### src/rtl/ula_issue_if.sv
// Handshake and operand bundle between decode, the ALU issue stage and the ALU.
// Decode/ALU side drives through master; the issue stage sits on slave.
interface ula_issue_if #(
    parameter int unsigned WIDTH = 8
);
    logic             flush;
    logic             in_valid;
    logic             in_ready;
    logic [WIDTH-1:0] rs1_val;
    logic [WIDTH-1:0] rs2_val;
    logic [WIDTH-1:0] imm_val;
    logic             alu_src;
    logic [1:0]       alu_op;
    logic [2:0]       funct3;
    logic             funct7b5;
    logic             op5;
    logic             out_valid;
    logic             out_ready;
    logic [WIDTH-1:0] SrcA;
    logic [WIDTH-1:0] SrcB;
    logic [2:0]       ULAControl;
    logic             illegal;

    modport master (
        output flush, in_valid, rs1_val, rs2_val, imm_val, alu_src, alu_op, funct3, funct7b5,
               op5, out_ready,
        input  in_ready, out_valid, SrcA, SrcB, ULAControl, illegal
    );

    modport slave (
        input  flush, in_valid, rs1_val, rs2_val, imm_val, alu_src, alu_op, funct3, funct7b5,
               op5, out_ready,
        output in_ready, out_valid, SrcA, SrcB, ULAControl, illegal
    );
endinterface

### src/rtl/ula_issue.sv
// ALU issue stage: decodes the ALU control code, selects operand B and buffers up to two
// ops in a skid FIFO whose head drives the ALU from registers.
module ula_issue #(
    parameter int unsigned WIDTH = 8
) (
    input logic       clk,
    input logic       reset,
    ula_issue_if.slave bus_io
);
    logic [WIDTH-1:0] a_q    [2];
    logic [WIDTH-1:0] b_q    [2];
    logic [2:0]       ctrl_q [2];
    logic             ill_q  [2];
    logic             wr_ptr_q, rd_ptr_q, rd_ptr_d;
    logic [1:0]       count_q, count_d;
    logic [WIDTH-1:0] src_a_q, src_b_q;
    logic [2:0]       ula_ctrl_q;
    logic             illegal_q;

    logic             push, pop, head_from_in;
    logic [2:0]       dec_ctrl;
    logic             dec_ill;
    logic [WIDTH-1:0] op_b;

    assign bus_io.in_ready   = (count_q != 2'd2);
    assign bus_io.out_valid  = (count_q != 2'd0);
    assign bus_io.SrcA       = src_a_q;
    assign bus_io.SrcB       = src_b_q;
    assign bus_io.ULAControl = ula_ctrl_q;
    assign bus_io.illegal    = illegal_q;

    assign push = bus_io.in_valid & bus_io.in_ready & ~bus_io.flush;
    assign pop  = bus_io.out_valid & bus_io.out_ready & ~bus_io.flush;
    assign op_b = bus_io.alu_src ? bus_io.imm_val : bus_io.rs2_val;

    always_comb begin
        dec_ctrl = 3'b000;
        dec_ill  = 1'b0;
        unique case (bus_io.alu_op)
            2'b00: dec_ctrl = 3'b000;
            2'b01: dec_ctrl = 3'b001;
            2'b10: begin
                unique case (bus_io.funct3)
                    3'b000:  dec_ctrl = ({bus_io.op5, bus_io.funct7b5} == 2'b11) ? 3'b001 : 3'b000;
                    3'b010:  dec_ctrl = 3'b101;
                    3'b100:  dec_ctrl = 3'b100;
                    3'b110:  dec_ctrl = 3'b011;
                    3'b111:  dec_ctrl = 3'b010;
                    default: dec_ill  = 1'b1;
                endcase
            end
            default: dec_ill = 1'b1;
        endcase
    end

    always_comb begin
        count_d  = count_q;
        rd_ptr_d = rd_ptr_q ^ pop;
        unique case ({push, pop})
            2'b10:   count_d = count_q + 2'd1;
            2'b01:   count_d = count_q - 2'd1;
            default: count_d = count_q;
        endcase
        if (bus_io.flush) begin
            count_d  = 2'd0;
            rd_ptr_d = 1'b0;
        end
        // The incoming op becomes head when it lands in the slot the read pointer moves to.
        head_from_in = push && (wr_ptr_q == rd_ptr_d);
    end

    always_ff @(posedge clk or posedge reset) begin
        if (reset) begin
            a_q[0]     <= '0;
            a_q[1]     <= '0;
            b_q[0]     <= '0;
            b_q[1]     <= '0;
            ctrl_q[0]  <= 3'b000;
            ctrl_q[1]  <= 3'b000;
            ill_q[0]   <= 1'b0;
            ill_q[1]   <= 1'b0;
            wr_ptr_q   <= 1'b0;
            rd_ptr_q   <= 1'b0;
            count_q    <= 2'd0;
            src_a_q    <= '0;
            src_b_q    <= '0;
            ula_ctrl_q <= 3'b000;
            illegal_q  <= 1'b0;
        end else begin
            if (push) begin
                a_q[wr_ptr_q]    <= bus_io.rs1_val;
                b_q[wr_ptr_q]    <= op_b;
                ctrl_q[wr_ptr_q] <= dec_ctrl;
                ill_q[wr_ptr_q]  <= dec_ill;
            end
            wr_ptr_q <= bus_io.flush ? 1'b0 : (wr_ptr_q ^ push);
            rd_ptr_q <= rd_ptr_d;
            count_q  <= count_d;
            // Head registers only change when an entry will be valid; otherwise hold.
            if (count_d != 2'd0) begin
                if (head_from_in) begin
                    src_a_q    <= bus_io.rs1_val;
                    src_b_q    <= op_b;
                    ula_ctrl_q <= dec_ctrl;
                    illegal_q  <= dec_ill;
                end else begin
                    src_a_q    <= a_q[rd_ptr_d];
                    src_b_q    <= b_q[rd_ptr_d];
                    ula_ctrl_q <= ctrl_q[rd_ptr_d];
                    illegal_q  <= ill_q[rd_ptr_d];
                end
            end
        end
    end
endmodule

### src/flat_wrapper.sv
// flat-port wrapper written by rule: the top's interface ports become plain ports
module ula_issue_flat 
#(
    parameter int unsigned WIDTH = 8
)
  (clk, reset, bus_io_flush, bus_io_in_valid, bus_io_rs1_val, bus_io_rs2_val, bus_io_imm_val, bus_io_alu_src, bus_io_alu_op, bus_io_funct3, bus_io_funct7b5, bus_io_op5, bus_io_out_ready, bus_io_in_ready, bus_io_out_valid, bus_io_SrcA, bus_io_SrcB, bus_io_ULAControl, bus_io_illegal);
  ula_issue_if #(.WIDTH(WIDTH)) bus_io_i ();
  input logic clk;
  input logic reset;
  input wire logic [$bits(bus_io_i.flush)-1:0] bus_io_flush;
  input wire logic [$bits(bus_io_i.in_valid)-1:0] bus_io_in_valid;
  input wire logic [$bits(bus_io_i.rs1_val)-1:0] bus_io_rs1_val;
  input wire logic [$bits(bus_io_i.rs2_val)-1:0] bus_io_rs2_val;
  input wire logic [$bits(bus_io_i.imm_val)-1:0] bus_io_imm_val;
  input wire logic [$bits(bus_io_i.alu_src)-1:0] bus_io_alu_src;
  input wire logic [$bits(bus_io_i.alu_op)-1:0] bus_io_alu_op;
  input wire logic [$bits(bus_io_i.funct3)-1:0] bus_io_funct3;
  input wire logic [$bits(bus_io_i.funct7b5)-1:0] bus_io_funct7b5;
  input wire logic [$bits(bus_io_i.op5)-1:0] bus_io_op5;
  input wire logic [$bits(bus_io_i.out_ready)-1:0] bus_io_out_ready;
  output wire logic [$bits(bus_io_i.in_ready)-1:0] bus_io_in_ready;
  output wire logic [$bits(bus_io_i.out_valid)-1:0] bus_io_out_valid;
  output wire logic [$bits(bus_io_i.SrcA)-1:0] bus_io_SrcA;
  output wire logic [$bits(bus_io_i.SrcB)-1:0] bus_io_SrcB;
  output wire logic [$bits(bus_io_i.ULAControl)-1:0] bus_io_ULAControl;
  output wire logic [$bits(bus_io_i.illegal)-1:0] bus_io_illegal;
  assign bus_io_i.flush = bus_io_flush;
  assign bus_io_i.in_valid = bus_io_in_valid;
  assign bus_io_i.rs1_val = bus_io_rs1_val;
  assign bus_io_i.rs2_val = bus_io_rs2_val;
  assign bus_io_i.imm_val = bus_io_imm_val;
  assign bus_io_i.alu_src = bus_io_alu_src;
  assign bus_io_i.alu_op = bus_io_alu_op;
  assign bus_io_i.funct3 = bus_io_funct3;
  assign bus_io_i.funct7b5 = bus_io_funct7b5;
  assign bus_io_i.op5 = bus_io_op5;
  assign bus_io_i.out_ready = bus_io_out_ready;
  assign bus_io_in_ready = bus_io_i.in_ready;
  assign bus_io_out_valid = bus_io_i.out_valid;
  assign bus_io_SrcA = bus_io_i.SrcA;
  assign bus_io_SrcB = bus_io_i.SrcB;
  assign bus_io_ULAControl = bus_io_i.ULAControl;
  assign bus_io_illegal = bus_io_i.illegal;
  ula_issue #(.WIDTH(WIDTH)) u_core (.clk(clk), .reset(reset), .bus_io(bus_io_i));
endmodule
### config.mk
export PLATFORM = sky130hd
export DESIGN_NAME = ula_issue_flat
export DESIGN_NICKNAME = d
export VERILOG_FILES = /design/src/rtl/ula_issue_if.sv /design/src/rtl/ula_issue.sv /design/src/flat_wrapper.sv
export SDC_FILE = /design/constraint.sdc
export NUM_CORES = 1
export LEC_CHECK = 0
export ABC_AREA = 1
export CORE_ASPECT_RATIO = 0.7
export CORE_MARGIN = 3
export CORE_UTILIZATION = 30
export DETAILED_ROUTE_END_ITERATION = 12
export PLACE_DENSITY_LB_ADDON = 0.15
export SYNTH_ARGS = -nofsm -noshare
export SYNTH_HDL_FRONTEND = slang
export SYNTH_SLANG_ARGS = --single-unit
### constraint.sdc
create_clock -name clk -period 5.4 [get_ports clk]
set_clock_uncertainty 0.2 [all_clocks]
set_input_delay 1.62 -clock clk [delete_from_list [all_inputs] [get_ports clk]]
set_output_delay 1.62 -clock clk [all_outputs]
set_load 0.02 [all_outputs]
==> results of run 1 <==
worst paths after layout:
path,start,endpoint,slack [ps],cells past startpoint
setup / recovery,bus_io_flush,u_core.bus_io.SrcA[6]$_DFFE_PP0P_,1050,13
hold / removal,u_core.bus_io.SrcA[5]$_DFFE_PP0P_,u_core.bus_io.SrcA[5]$_DFFE_PP0P_,270,2
setup reg to reg,u_core.count_q[1]$_DFF_PP0_,u_core.bus_io.SrcA[6]$_DFFE_PP0P_,2500,12
hold reg to reg,u_core.bus_io.SrcA[5]$_DFFE_PP0P_,u_core.bus_io.SrcA[5]$_DFFE_PP0P_,270,2
max in group asynchronous,reset,u_core.a_q[2]$_DFFE_PP0P_,2500,3
min in group asynchronous,reset,u_core.a_q[4]$_DFFE_PP0P_,1650,2
layout make-up:
type	instances	area, µm²	area share
Sequential cell	64	1600	0.380
Multi-Input combinational cell	275	1360	0.324
Timing Repair Buffer	60	596	0.141
Clock buffer	13	270	0.0641
Tap cell	148	185	0.0439
Inverter	49	184	0.0436
Clock inverter	3	15.0	0.00356
worst reg2reg max path, delay by kind of cell, from the launching register on:
| kind | cells | cell delay (ps) |
|---|---|---|
| simple gates | 8 | 1130 |
| fa+ha+maj | 1 | 320 |
| buf+inv | 3 | 800 |
| flops | 1 | 370 |
cells in the mapped netlist:
library cell  instances
mux2i_1               8
o21ai_1              20
nor3_1                1
buf_6                10
nand2_2               3
nor2_8                1
o21ai_0              40
nand3_1              46
inv_2                 2
inv_1                47
a31oi_1               1
nand2_8               1
dfrtp_1              64
clkbuf_1              7
ha_1                  6
nand2_4               3
nor2_4                1
nand2_1             133
nor2_1                8
nand3_4               1
buf_2                 5
nand3_2               1
nand4_1               1
routing by layer:
layer | global-route usage | part of all wire | wire (µm) | vias up
met3 | 0.0493 | 0.060 | 487 | 10
met5 | 0 | 0 | 0 | -
met4 | 0.0446 | 0.011 | 90 | 0
met1 | 0.195 | 0.50 | 4060 | 1278
li1 | - | - | - | 1395
met2 | 0.212 | 0.42 | 3410 | 71
where the power goes:
| group | internal, W | total [W] | switching [W] | leakage [nW] |
|---|---|---|---|---|
| Sequential | 0.000630 | 0.000703 | 0.0000727 | 0.809 |
| Clock | 0.000345 | 0.000547 | 0.000201 | 0.145 |
| Combinational | 0.000248 | 0.000569 | 0.000320 | 1.08 |
| Total | 0.00122 | 0.00182 | 0.000595 | 2.03 |
cell families after synthesis:
logic type	after synthesis	share of synthesized area
buffers and inverters	71	0.105
AND/OR/NAND/NOR	200	0.272
adder cells (fa/ha/maj)	6	0.0227
AO/OA/AOI/OAI	61	0.0925
multiplexers	8	0.0242
flip-flops	64	0.483
flip-flops by register name, indices dropped and copies added, names as in the netlist, 2 cells and up:
signal / flops
u_core.bus_io.ULAControl: 3
u_core.b_q: 16
u_core.ctrl_q: 6
u_core.a_q: 16
u_core.ill_q: 2
u_core.bus_io.SrcA: 8
u_core.count_q: 2
u_core.bus_io.SrcB: 8
metrics by stage:
stage	cell area (µm²)	utilization	power, W
floorplan	3310	-	0.00106
global placement	3930	0.373	0.00128
detailed placement	3930	0.373	0.00129
CTS	4220	0.400	0.00184
global route	4220	0.400	0.00195
finish	4220	0.400	0.00182
==> flow_metrics.env, run 1 <==
export IMPL_outcome="finished, final reports clean"
export IMPL_slew_viol_final=0
export IMPL_core_area_um2=10600
export IMPL_place_ws_ps=723
export IMPL_dieArea_um2=12400
export IMPL_crit_arrival_ps=4410
export IMPL_layout_setup_ws_ps=1050
export IMPL_ys_types=23
export IMPL_drtIter0Drc=167
export IMPL_grt_overflow_total=0
export IMPL_syn_area_per_cell_um2=8.08
export IMPL_crit_family="buffers and inverters"
export IMPL_setup_viol=0
export IMPL_wire_per_inst_um=13.2
export IMPL_period_share=0.805
export IMPL_cts_max_path_buffers=2
export IMPL_crit_fanout=24
export IMPL_path_class="primary input to register"
export IMPL_htreeDepth=3
export IMPL_fp_row_count=31
export IMPL_final_layout_size_suffix_gt1_frac=0.0668
export IMPL_rsz0062_at_grt="false"
export IMPL_grt_start_max_net_pins=47
export IMPL_wirelength_mm=8.05
export IMPL_worstPathCellList="clkdlybuf4s50_1, inv_2, nand2_1, nor2_8, inv_1, ha_1, nor2_1, nand3_1, nand3_1, nand2_1, inv_1, nand2_1, nand2_1"
export IMPL_drt_pass1_iter_count=4
export IMPL_drcViolationCount=0
export IMPL_startpoint_type="primary input"
export IMPL_numPortBuffers=58
export IMPL_synth_seq_area_share=0.483
export IMPL_yosys_area_top_type="dfrtp_1"
export IMPL_ys_seq_elements=64
export IMPL_p_leak_nw=2.03
export IMPL_yosys_warnings=0
export IMPL_hold_viol=0
export IMPL_cts_tree="done"
export IMPL_fin_tns_setup_ps=0
export IMPL_cts_hold_buf=0
export IMPL_drt_antenna_violating_nets=0
export IMPL_period_minus_slack_ps=4350
export IMPL_die_h_um=93.9
export IMPL_vdd_drop_max_v=0.000168
export IMPL_cp_required_ps=5470
export IMPL_antenna_found_initial=0
export IMPL_start_util=0.314
export IMPL_cp_slowest_cell="inv_1"
export IMPL_io_pins=59
export IMPL_relSlewSlack=0.266
export IMPL_holdWs_ps=273
export IMPL_place_congestion=0.725
export IMPL_hp_class="register to register"
export IMPL_final_common_cell="nand2_1"
export IMPL_root_buffer="clkbuf_16"
export IMPL_vias=2754
export IMPL_syn_nets=453
export IMPL_yosys_top_cells_area="dfrtp_1 (48%), nand2_1 (15%), nand3_1 (6.9%)"
export IMPL_numCtsBuffers=9
export IMPL_cap_violations=0
export IMPL_powerDensity_nw_per_um2=431
export IMPL_grtUsageTotal=0.142
export IMPL_critPathCaptureType="register"
export IMPL_crit_buf_inv=4
export IMPL_fillers=1104
export IMPL_worst_slew_pin_slew_ps=1100
export IMPL_clk_pin_slew_ps=50
export IMPL_post_cts_resized=0
export IMPL_cts_setup_buffers=0
export IMPL_grt_pass1_wl_mm=13.6
export IMPL_area_growth_pct=27.2
export IMPL_via_per_inst=4.50
export IMPL_netlist_area_um2=3310
export IMPL_nets=502
export IMPL_antennaDiodeCount=0
export IMPL_crit_top_cell="nand2_1"
export IMPL_dp_cells=596
export IMPL_synth_top_area_share=0.483
export IMPL_final_cell_mix="nand2_1 (133), dfrtp_1 (64), clkdlybuf4s50_1 (58)"
export IMPL_grt_pass1_vias=2648
export IMPL_max_freq_mhz=230
export IMPL_cts_sinks=64
export IMPL_layout_cells_non_filler=612
export IMPL_critical_path_max_stage_delay_ps=580
export IMPL_hpwl_mm=5.16
export IMPL_syn_inst=410
export IMPL_insertion_delay_ps=330
export IMPL_die_width_um=132
(Power assumes the default switching activity.)
==> run 2, diff against run 1 <==
==> constraint.sdc (replaced) <==
create_clock -name clk -period 3.6 [get_ports clk]
set_clock_uncertainty 0.2 [all_clocks]
set_input_delay 1.08 -clock clk [delete_from_list [all_inputs] [get_ports clk]]
set_output_delay 1.08 -clock clk [all_outputs]
set_load 0.02 [all_outputs]
==> flow_metrics.env, run 2 (same netlist as run 1, synthesis figures left out) <==
export IMPL_cts_tree="done"
export IMPL_drcViolationCount=0
export IMPL_final_layout_size_suffix_gt1_frac=0.0768
export IMPL_outcome="finished, final reports clean"
export IMPL_final_cell_mix="nand2_1 (133), dfrtp_1 (64), clkdlybuf4s50_1 (58)"
export IMPL_worst_slew_pin_slew_ps=598
export IMPL_slew_viol_final=0
export IMPL_fin_util=0.405
export IMPL_reg2reg_depth=13
export IMPL_vdd_drop_max_v=0.000222
export IMPL_startpoint_type="primary input"
export IMPL_hold_end="u_core.bus_io.SrcA[2]$_DFFE_PP0P_"
export IMPL_crit_top_cell="nand2_1"
export IMPL_post_cts_resized=0
export IMPL_layout_cells_non_filler=617
export IMPL_die_width_um=132
export IMPL_reg2reg_slack_ps=1290
export IMPL_crit_arrival_ps=3150
export IMPL_period_minus_slack_ps=3090
export IMPL_p_leak_nw=2.06
export IMPL_grtUsageTotal=0.142
export IMPL_drt_pass1_iter_count=4
export IMPL_numCtsBuffers=9
export IMPL_htreeDepth=3
export IMPL_hp_class="register to register"
export IMPL_grt_pass1_wl_mm=13.8
export IMPL_grt_start_max_net_pins=37
export IMPL_relSlewSlack=0.601
export IMPL_hpwl_mm=5.32
export IMPL_place_congestion=0.743
export IMPL_insertion_delay_ps=330
export IMPL_crit_buf_inv=4
export IMPL_path_class="primary input to register"
export IMPL_hold_viol=0
export IMPL_critical_path_max_stage_delay_ps=440
export IMPL_drtIter0Drc=161
export IMPL_root_buffer="clkbuf_16"
export IMPL_cp_required_ps=3660
export IMPL_crit_fanout=20
export IMPL_antennaDiodeCount=0
export IMPL_core_area_um2=10600
export IMPL_nets=510
export IMPL_powerDensity_nw_per_um2=634
export IMPL_drt_antenna_violating_nets=0
export IMPL_max_freq_mhz=324
export IMPL_path_depth=14
export IMPL_layout_setup_ws_ps=513
export IMPL_area_growth_pct=29.1
export IMPL_worstPathCellList="clkdlybuf4s50_1, buf_4, nor2_4, nand2_4, inv_1, ha_1, nor2_1, nand2_1, nand2_1, nand3_1, nand2_1, buf_4, nand3_1, nand2_1"
export IMPL_start_util=0.314
export IMPL_wirelength_mm=8.04
export IMPL_grt_overflow_total=0
export IMPL_worst_r2r_endpoint="u_core.bus_io.ULAControl[0]$_DFFE_PP0P_"
export IMPL_cts_hold_buf=0
export IMPL_fp_row_count=31
export IMPL_cts_max_path_buffers=2
export IMPL_fin_tns_setup_ps=0
export IMPL_holdWs_ps=280
export IMPL_min_delay_start="u_core.bus_io.SrcA[2]$_DFFE_PP0P_"
export IMPL_cp_slowest_cell="clkdlybuf4s50_1"
export IMPL_place_ws_ps=153
export IMPL_numPortBuffers=58
export IMPL_io_pins=59
export IMPL_via_per_inst=4.43
export IMPL_die_h_um=93.9
export IMPL_min_path_cells=2
export IMPL_antenna_found_initial=0
export IMPL_dp_cells=604
export IMPL_cts_sinks=64
export IMPL_cap_violations=0
export IMPL_clk_pin_slew_ps=50
export IMPL_crit_family="buffers and inverters"
export IMPL_period_share=0.858
export IMPL_crit_reg2reg_launch="u_core.count_q[1]$_DFF_PP0_"
export IMPL_vias=2732
export IMPL_rsz0062_at_grt="false"
export IMPL_grt_pass1_vias=2723
export IMPL_dieArea_um2=12400
export IMPL_final_common_cell="nand2_1"
export IMPL_wire_per_inst_um=13.0
export IMPL_cts_setup_buffers=0
export IMPL_critPathCaptureType="register"
export IMPL_top_regs="u_core.a_q x16, u_core.b_q x16"
export IMPL_setup_viol=0
## run 2: cell types whose count changed in the layout (fill, tap and decap cells not counted), sizes merged
cell,before,now
buf,2,10
clkbuf,13,12
clkinv,3,1
## run 2: worst register-to-register path, delay by kind of cell (launching register included)
| kind | cells | cell delay (ps) |
|---|---|---|
| DFF | 1 | 350 |
| and+or+nand+nor | 9 | 1040 |
| buffers and inverters | 3 | 420 |
| adders and majority gates | 1 | 240 |
## run 2: per-layer routing
| metal | GRT usage | vias up | routed length [µm] |
|---|---|---|---|
| met5 | 0 | - | 0 |
| met4 | 0.0323 | 0 | 64 |
| met3 | 0.0514 | 5 | 453 |
| met2 | 0.210 | 60 | 3320 |
| met1 | 0.200 | 1254 | 4210 |
| li1 | - | 1413 | - |
## run 2: how the worst max path moves through the flow
stage,startpoint,end,slack [ps]
global route,bus_io_flush,u_core.bus_io.SrcB[1]$_DFFE_PP0P_,280
finish,bus_io_flush,u_core.bus_io.ULAControl[0]$_DFFE_PP0P_,510
global placement,bus_io_flush,u_core.bus_io.SrcA[3]$_DFFE_PP0P_,210
CTS,bus_io_flush,u_core.bus_io.ULAControl[1]$_DFFE_PP0P_,500
floorplan,bus_io_flush,u_core.bus_io.SrcA[0]$_DFFE_PP0P_,630
detailed placement,bus_io_flush,u_core.bus_io.ULAControl[1]$_DFFE_PP0P_,150
## run 2: layout make-up
type / count / area [µm²]
fillers: 1061 / 6270
flip-flops and latches: 64 / 1600
multi-input cells: 275 / 1360
repair buffers: 68 / 681
clock buffers: 12 / 256
well taps: 148 / 185
inverters: 49 / 184
clock inverters: 1 / 5.00
## run 2: power by group
part,switching [W],internal (W)
clock network,0.000289,0.000490
logic,0.000482,0.000389
registers,0.000115,0.000946
total,0.000885,0.00182
## run 2: per-stage QoR
step | area [µm²] | power, W
2_1_floorplan | 3310 | 0.00159
3_3_place_gp | 4020 | 0.00194
3_5_place_dp | 4020 | 0.00195
4_1_cts | 4280 | 0.00275
5_1_grt | 4280 | 0.00291
6_report | 4280 | 0.00271
